<file path="src/rtl/wb_stage_pipe.sv">
// Write-back stage: selects ALU/memory result, applies load extension, buffers up to two register writes.
// Latency 1 cycle from accept to rf_wen when empty; in_ready drops at two pending writes, no pass-through.
module wb_stage_pipe #(
  parameter int DATA_W = 16,
  parameter int ADDR_W = 3,
  parameter int CNT_W  = 16
) (
  input  logic              clk,
  input  logic              reset,
  input  logic              in_valid,
  output logic              in_ready,
  input  logic              in_wen,
  input  logic [ADDR_W-1:0] in_rd,
  input  logic              in_sel,
  input  logic [1:0]        in_ld_mode,
  input  logic [DATA_W-1:0] in_ans_alu,
  input  logic [DATA_W-1:0] in_ans_dm,
  output logic              rf_wen,
  output logic [ADDR_W-1:0] rf_addr,
  output logic [DATA_W-1:0] rf_wdata,
  input  logic              rf_ready,
  input  logic [ADDR_W-1:0] fwd_rd,
  output logic              fwd_hit,
  output logic [DATA_W-1:0] fwd_data,
  output logic [CNT_W-1:0]  retire_count
);

  typedef struct packed {
    logic [ADDR_W-1:0] rd;
    logic [DATA_W-1:0] dat;
  } wb_ent_t;

  wb_ent_t           head_q;
  wb_ent_t           tail_q;
  wb_ent_t           new_ent;
  logic [1:0]        occ_q;
  logic              ready_q;
  logic [CNT_W-1:0]  cnt_q;
  logic [DATA_W-1:0] res;
  logic              push;
  logic              pop;
  logic              head_match;
  logic              tail_match;

  // Load extension only applies to memory data; ALU results pass untouched.
  always_comb begin
    res = in_ans_alu;
    if (in_sel) begin
      case (in_ld_mode)
        2'b01:   res = DATA_W'($signed(in_ans_dm[7:0]));
        2'b10:   res = DATA_W'(in_ans_dm[7:0]);
        default: res = in_ans_dm;
      endcase
    end
  end

  assign new_ent = '{rd: in_rd, dat: res};

  // ready_q keeps in_ready low until the first edge after reset release.
  assign in_ready = ready_q && (occ_q != 2'd2);
  assign push     = in_valid && in_ready && in_wen && (in_rd != '0);
  assign rf_wen   = (occ_q != 2'd0);
  assign pop      = rf_wen && rf_ready;
  assign rf_addr  = rf_wen ? head_q.rd  : '0;
  assign rf_wdata = rf_wen ? head_q.dat : '0;
  assign retire_count = cnt_q;

  always_ff @(posedge clk or negedge reset) begin
    if (!reset) begin
      head_q  <= '0;
      tail_q  <= '0;
      occ_q   <= 2'd0;
      ready_q <= 1'b0;
      cnt_q   <= '0;
    end else begin
      ready_q <= 1'b1;
      case ({push, pop})
        2'b10: begin
          if (occ_q == 2'd0) head_q <= new_ent;
          else               tail_q <= new_ent;
          occ_q <= occ_q + 2'd1;
        end
        2'b01: begin
          head_q <= tail_q;
          occ_q  <= occ_q - 2'd1;
        end
        // Push needs occ<2 and pop needs occ>0, so both together only happen at occ==1.
        2'b11:   head_q <= new_ent;
        default: ;
      endcase
      if (pop) cnt_q <= cnt_q + 1'b1;
    end
  end

  // The tail is the newer entry and only valid at occupancy 2.
  assign head_match = (occ_q != 2'd0) && (head_q.rd == fwd_rd);
  assign tail_match = (occ_q == 2'd2) && (tail_q.rd == fwd_rd);

  always_comb begin
    fwd_hit  = 1'b0;
    fwd_data = '0;
    if (fwd_rd != '0) begin
      if (tail_match) begin
        fwd_hit  = 1'b1;
        fwd_data = tail_q.dat;
      end else if (head_match) begin
        fwd_hit  = 1'b1;
        fwd_data = head_q.dat;
      end
    end
  end

endmodule

</file>
<file path="config.mk">
export PLATFORM = sky130hd
export DESIGN_NAME = wb_stage_pipe
export DESIGN_NICKNAME = d
export VERILOG_FILES = /design/src/rtl/wb_stage_pipe.sv
export SDC_FILE = /design/constraint.sdc
export NUM_CORES = 1
export LEC_CHECK = 0
export CORE_UTILIZATION = 51
export DETAILED_ROUTE_END_ITERATION = 10
export PLACE_DENSITY_LB_ADDON = 0.25
export SETUP_SLACK_MARGIN = 0.15
export SYNTH_ARGS = -nofsm -noshare
export SYNTH_HDL_FRONTEND = slang
export SYNTH_SLANG_ARGS = --single-unit
</file>
<file path="constraint.sdc">
create_clock -name clk -period 6.65 [get_ports clk]
set_input_delay 1.33 -clock clk [delete_from_list [all_inputs] [get_ports clk]]
set_output_delay 1.33 -clock clk [all_outputs]
set_load 0.02 [all_outputs]
</file>
== Word-level counts from Yosys, hierarchy flattened ==
Cells that the tools add are included.
Storage, ports and cells
  bits in registers: 57
  bits of input ports: 46
  output and inout bits: 54
  word-level logic and storage cells: 49
Operators by class
  $add $sub $neg: 3
  equal/unequal tests: 10
  muxes and demuxes: 13
  bitwise gates (word level): 1
  reduce and logical (&&, ||, !) cells: 15
Operator list (number)
  2-to-1 mux 16 bit: 5
  one-hot mux 19 bit (3 select lines): 1
  one-hot mux 16 bit (2 select lines): 1
  2-to-1 mux 19 bit: 1
  adder 16 x 1 -> 16 bit (second input constant): 1
  nonzero test 3 bit: 3
  == test 2 bit (second input constant): 4
  logical AND 1 bit: 7
  == test 3 bit: 2
  == test 2 x 1 -> 1 bit (second input constant): 2
  inequality test 2 bit (second input constant): 2
  one-hot mux 2 bit (2 select lines): 1
  AND reduction 2 bit: 2
  nonzero test 2 bit: 2
  2-to-1 mux 1 bit: 3
  2-to-1 mux 3 bit: 1
  adder 2 x 1 -> 2 bit (second input constant): 1
  zero test 2 bit: 1
  subtractor 2 x 1 -> 2 bit (second input constant): 1
  NOT 1 bit: 1

== Depth between registers and ports, before layout ==
  depth after elaboration: 8
  gate-level depth with buffers: 10
  depth with buffers taken out: 8

== Worst setup path after synthesis ==
OpenSTA, ideal clock, no wires.
  path type: input to output
  start: in fwd_rd[2]
  end: out fwd_data[10]
  arrival: 2838 ps
  required time: 5320 ps
  path slack: 2482 ps
  stages: 7
  buffers on the path: 3
  cells stage by stage: xor2_1 > or4_1 > buf_6 > a21o_1 > buf_6 > buf_6 > nor2_1
On the way
  word-level cells in the longest chain between the ends: 5
  elaborated cells between the ends (all ways): 8
  those cells by class: eq/ne (2); mux (3); reduce/logical (3)
RTL lines
  start: declaration: RTL line 22  | input logic [ADDR_W-1:0] fwd_rd,
  == test 3 bit: RTL line 96  | assign head_match = (occ_q != 2'd0) && (head_q.rd == fwd_rd);
  logical AND 1 bit: RTL line 96
  2-to-1 mux 16 bit: RTL line 106  | end else if (head_match) begin
  2-to-1 mux 16 bit: RTL line 103  | if (tail_match) begin
  2-to-1 mux 16 bit (*): RTL line 102  | if (fwd_rd != '0) begin
  end: declaration: RTL line 24  | output logic [DATA_W-1:0] fwd_data,
Every way passes the cells marked *; elsewhere a longest branch is shown, timed or not.

== Final worst setup path ==
  start: in fwd_rd[2]
  end: out fwd_data[9]
Same word-level chain as after synthesis.

==> results.py <==
metrics = {
    "run_status": {
        "outcome": "finished clean",
    },
    "worst_setup_path": {
        "cp_slowest_cell": "clkdlybuf4s50_1",
        "crit_path_cells": "clkdlybuf4s50_1, xor2_1, or4_1, buf_4, a21o_1, nor2_1, clkdlybuf4s50_1",
        "critical_path.startpoint_type": "input pin",
        "required_ns": 5.32,
        "critical_path.endpoint_type": "output port",
        "depth_of_the_worst_register_to_register_path": 7,
        "setup.worst_path.class": "input pin to output port",
        "critPathMostFrequentCell": "clkdlybuf4s50_1",
        "timing.rr.start": "occ_q[0]",
        "critical_path.max_stage_delay_ns": 0.63,
        "reg2reg_slack_ns": 4.16,
        "crit_path_start": "fwd_rd[2]",
        "critical_path_arrival_ns": 3.98,
        "largest_driver_fanout_on_the_critical_path": 17,
        "crit-reg2reg-capture": "occ_q[1]",
        "setup.worst_path.end": "fwd_data[9]",
    },
    "sta": {
        "tightest_slew_ns": 1.05,
        "portion_of_the_clock_cycle_consumed_by_the_worst_path_in_the_final_layout": 0.799,
        "hold_slack_ns": 0.492,
        "grt_setup_unrepaired": "false",
        "setup_total_negative_slack_ns": 0,
        "fmaxAchievable_mhz": 188,
        "slew_headroom": 0.298,
        "finalCriticalPeriod_ns": 5.31,
        "finClkSkew_ns": 0.00956,
        "report.final.hold_viol_count": 0,
        "slew_violations": 0,
        "final-setup-viol-count": 0,
    },
    "global_routing": {
        "grt_pass1_wl_um": 12000,
        "globalRouteOverflowTotal": 0,
        "antenna_found_initial": 0,
        "grt_max_degree": 58,
        "first_global_vias": 2583,
        "grt_use_total": 0.247,
    },
    "cells_and_area": {
        "final_cell_count_no_fill": 506,
        "finalCoreUtilization": 0.732,
        "final.fill_count": 448,
        "post_route_cells_drive_above_1_share": 0.102,
        "antenna_cells": 0,
        "multiInputGateArea_mm2": 0.00164,
        "nets": 476,
        "seqCellArea_mm2": 0.00143,
        "syn2layout_area_growth_pct": 37.6,
    },
    "clock_network": {
        "holdBufCountCts": 0,
        "cts_buffers": 9,
        "cts.repair.resized": 0,
        "clkLatencyLatePin_ns": 0.33,
        "htree_num_levels": 3,
        "numClockSinks": 57,
        "clock_tree.root_cell": "clkbuf_8",
        "cts_tree": "yes",
        "clk_path_buf_depth": 2,
        "clock_transition_time_at_the_flip_flop_clock_pins_of_the_worst_setup_and_hold_paths_ns": 0.06,
        "cts_setup_buffers": 0,
    },
    "synthesis": {
        "ys_async_sr_fraction": 1.00,
        "synth.ff_latch_count": 57,
        "proportion_of_synthesized_chip_area_in_sequential_cells": 0.448,
        "yosys.area.top_type_share": 0.448,
        "synth.lib_cells_used.distinct": 33,
        "synth.cells.most_frequent": "dfrtp_1 (57), nor2_1 (45), nand2_1 (36)",
        "yosys_warnings": 0,
        "net_count_after_synthesis": 381,
        "post-synth-top-count-cell": "dfrtp_1",
        "most_area_consuming_cells_after_synthesis": "dfrtp_1 (45%), mux2i_1 (8.5%), mux2_2 (6.7%)",
        "dominant_register_cell_in_the_synthesized_netlist": "dfrtp_1",
        "syn-instance-count": 331,
        "syn_area_per_cell_um2": 9.63,
        "synth_edf_count": 0,
        "synth_area_leader_cell": "dfrtp_1",
        "synthesis.area_mm2": 0.00319,
    },
    "drt": {
        "drcViolationCount": 0,
        "drt_iter0_markers": 112,
        "vias_per_cell": 5.32,
        "wire_per_inst_um": 14.8,
        "ant_nets": 0,
        "first_pass_iters": 4,
        "routed_wl_um": 7500,
        "vias": 2692,
    },
    "power_and_ir_drop": {
        "power_frac_clock": 0.167,
        "power_density_mw_per_mm2": 387,
        "worst_ir_drop_vdd_uv": 247,
        "power.share.switching": 0.390,
        "share_seq_of_total_power": 0.357,
        "power.static_leakage_nw": 2.02,
        "total_power_mw": 1.70,
        "comb_power_share": 0.476,
        "p_int_mw": 1.04,
        "p_switching_mw": 0.661,
    },
    "placement": {
        "portBuffers": 99,
        "numPlacedInstances": 490,
        "post-dp-hpwl_um": 5200,
        "gp_congestion": 0.774,
    },
    "floorplanning": {
        "die_outline_height_um": 81.1,
        "initial_utilization": 0.532,
        "floorplan.core_area_mm2": 0.00599,
        "die_area_mm2": 0.00657,
        "fp.dieW_um": 81.1,
        "top_level_ports": 100,
        "number_of_core_rows": 28,
    },
    "run": {
        "max-cap-violations": 0,
    },
    "worst_hold_path": {
        "holdCritStartpoint": "retire_count[15]",
        "hold_class": "register to register",
    },
}
## worst min-delay path by stage
stage	end	slack [ns]	cells after the start
3_3_place_gp	retire_count[15]	0.46	1
6_report	retire_count[15]	0.49	1
3_5_place_dp	head_q[14]	0.48	2
4_1_cts	retire_count[14]	0.50	1
5_1_grt	retire_count[14]	0.51	1
2_1_floorplan	head_q[0]	0.46	2
## cells by family after synthesis
group,Yosys count,share of synthesized area
AO/OA/AOI/OAI,41,0.0848
XOR/XNOR,24,0.0660
adder cells (fa/ha/maj),4,0.0157
buffers and inverters,27,0.0428
flip-flops,57,0.448
multiplexers,46,0.152
other,1,0.00118
AND/OR/NAND/NOR,131,0.190
## stage by stage
stage	instance area, um2	setup WS (ns)
4_1_cts	4390	1.28
5_1_grt	4390	1.20
2_1_floorplan	3190	2.48
3_3_place_gp	4210	1.37
6_report	4390	1.34
3_5_place_dp	4210	1.32
## cells in the final DEF, fill, tap and decap left out, types with 8 or more instances in the layout
cell             synthesis  layout
nand2_1                 36      36
a22o_1                   8       8
dfrtp_1                 57      57
mux2_2                  19      19
mux2i_1                 27      27
clkdlybuf4s50_1          0      98
xor2_1                  14      14
a22oi_1                  8       8
clkbuf_8                 0      11
o21ai_0                 19      19
nor2b_1                 19      19
nor2_1                  45      44
nand3_1                 14      14
xnor2_1                 10      10
## state kept, by name, indices dropped and copies added, names as in the netlist
signal and cells:
head_q 19, occ_q 2, ready_q 1, retire_count 16, tail_q 19
## final cells by class
class                   instances  area share
clock inverters                 3     0.00342
repair buffers                105       0.235
multi-input cells             247       0.373
flip-flops and latches         57       0.325
well taps                      75      0.0214
inverters                       6     0.00514
clock buffers                  13      0.0362
## critical path: cells and delay by family
family                 cells  cell delay (ns)
XOR/XNOR                   1             0.18
AND/OR/NAND/NOR            2             0.70
buffers and inverters      3             1.36
AO/OA/AOI/OAI              1             0.40
## power groups by stage
| stage | logic [mW] | clock network [mW] | registers [mW] |
|---|---|---|---|
| after global routing | 0.880 | 0.304 | 0.628 |
| after floorplan | 0.504 | 0 | 0.592 |
| after CTS | 0.816 | 0.289 | 0.605 |
| after detailed placement | 0.811 | 0 | 0.610 |
| final | 0.807 | 0.283 | 0.605 |
| after global placement | 0.796 | 0 | 0.599 |
## metal layers
| metal | track usage | wire (um) |
|---|---|---|
| met1 | 0.303 | 3130 |
| met5 | 0 | 0 |
| met3 | 0.0506 | 419 |
| met2 | 0.420 | 3820 |
| met4 | 0.109 | 136 |
No activity file was read; power rests on OpenSTA's default activity.
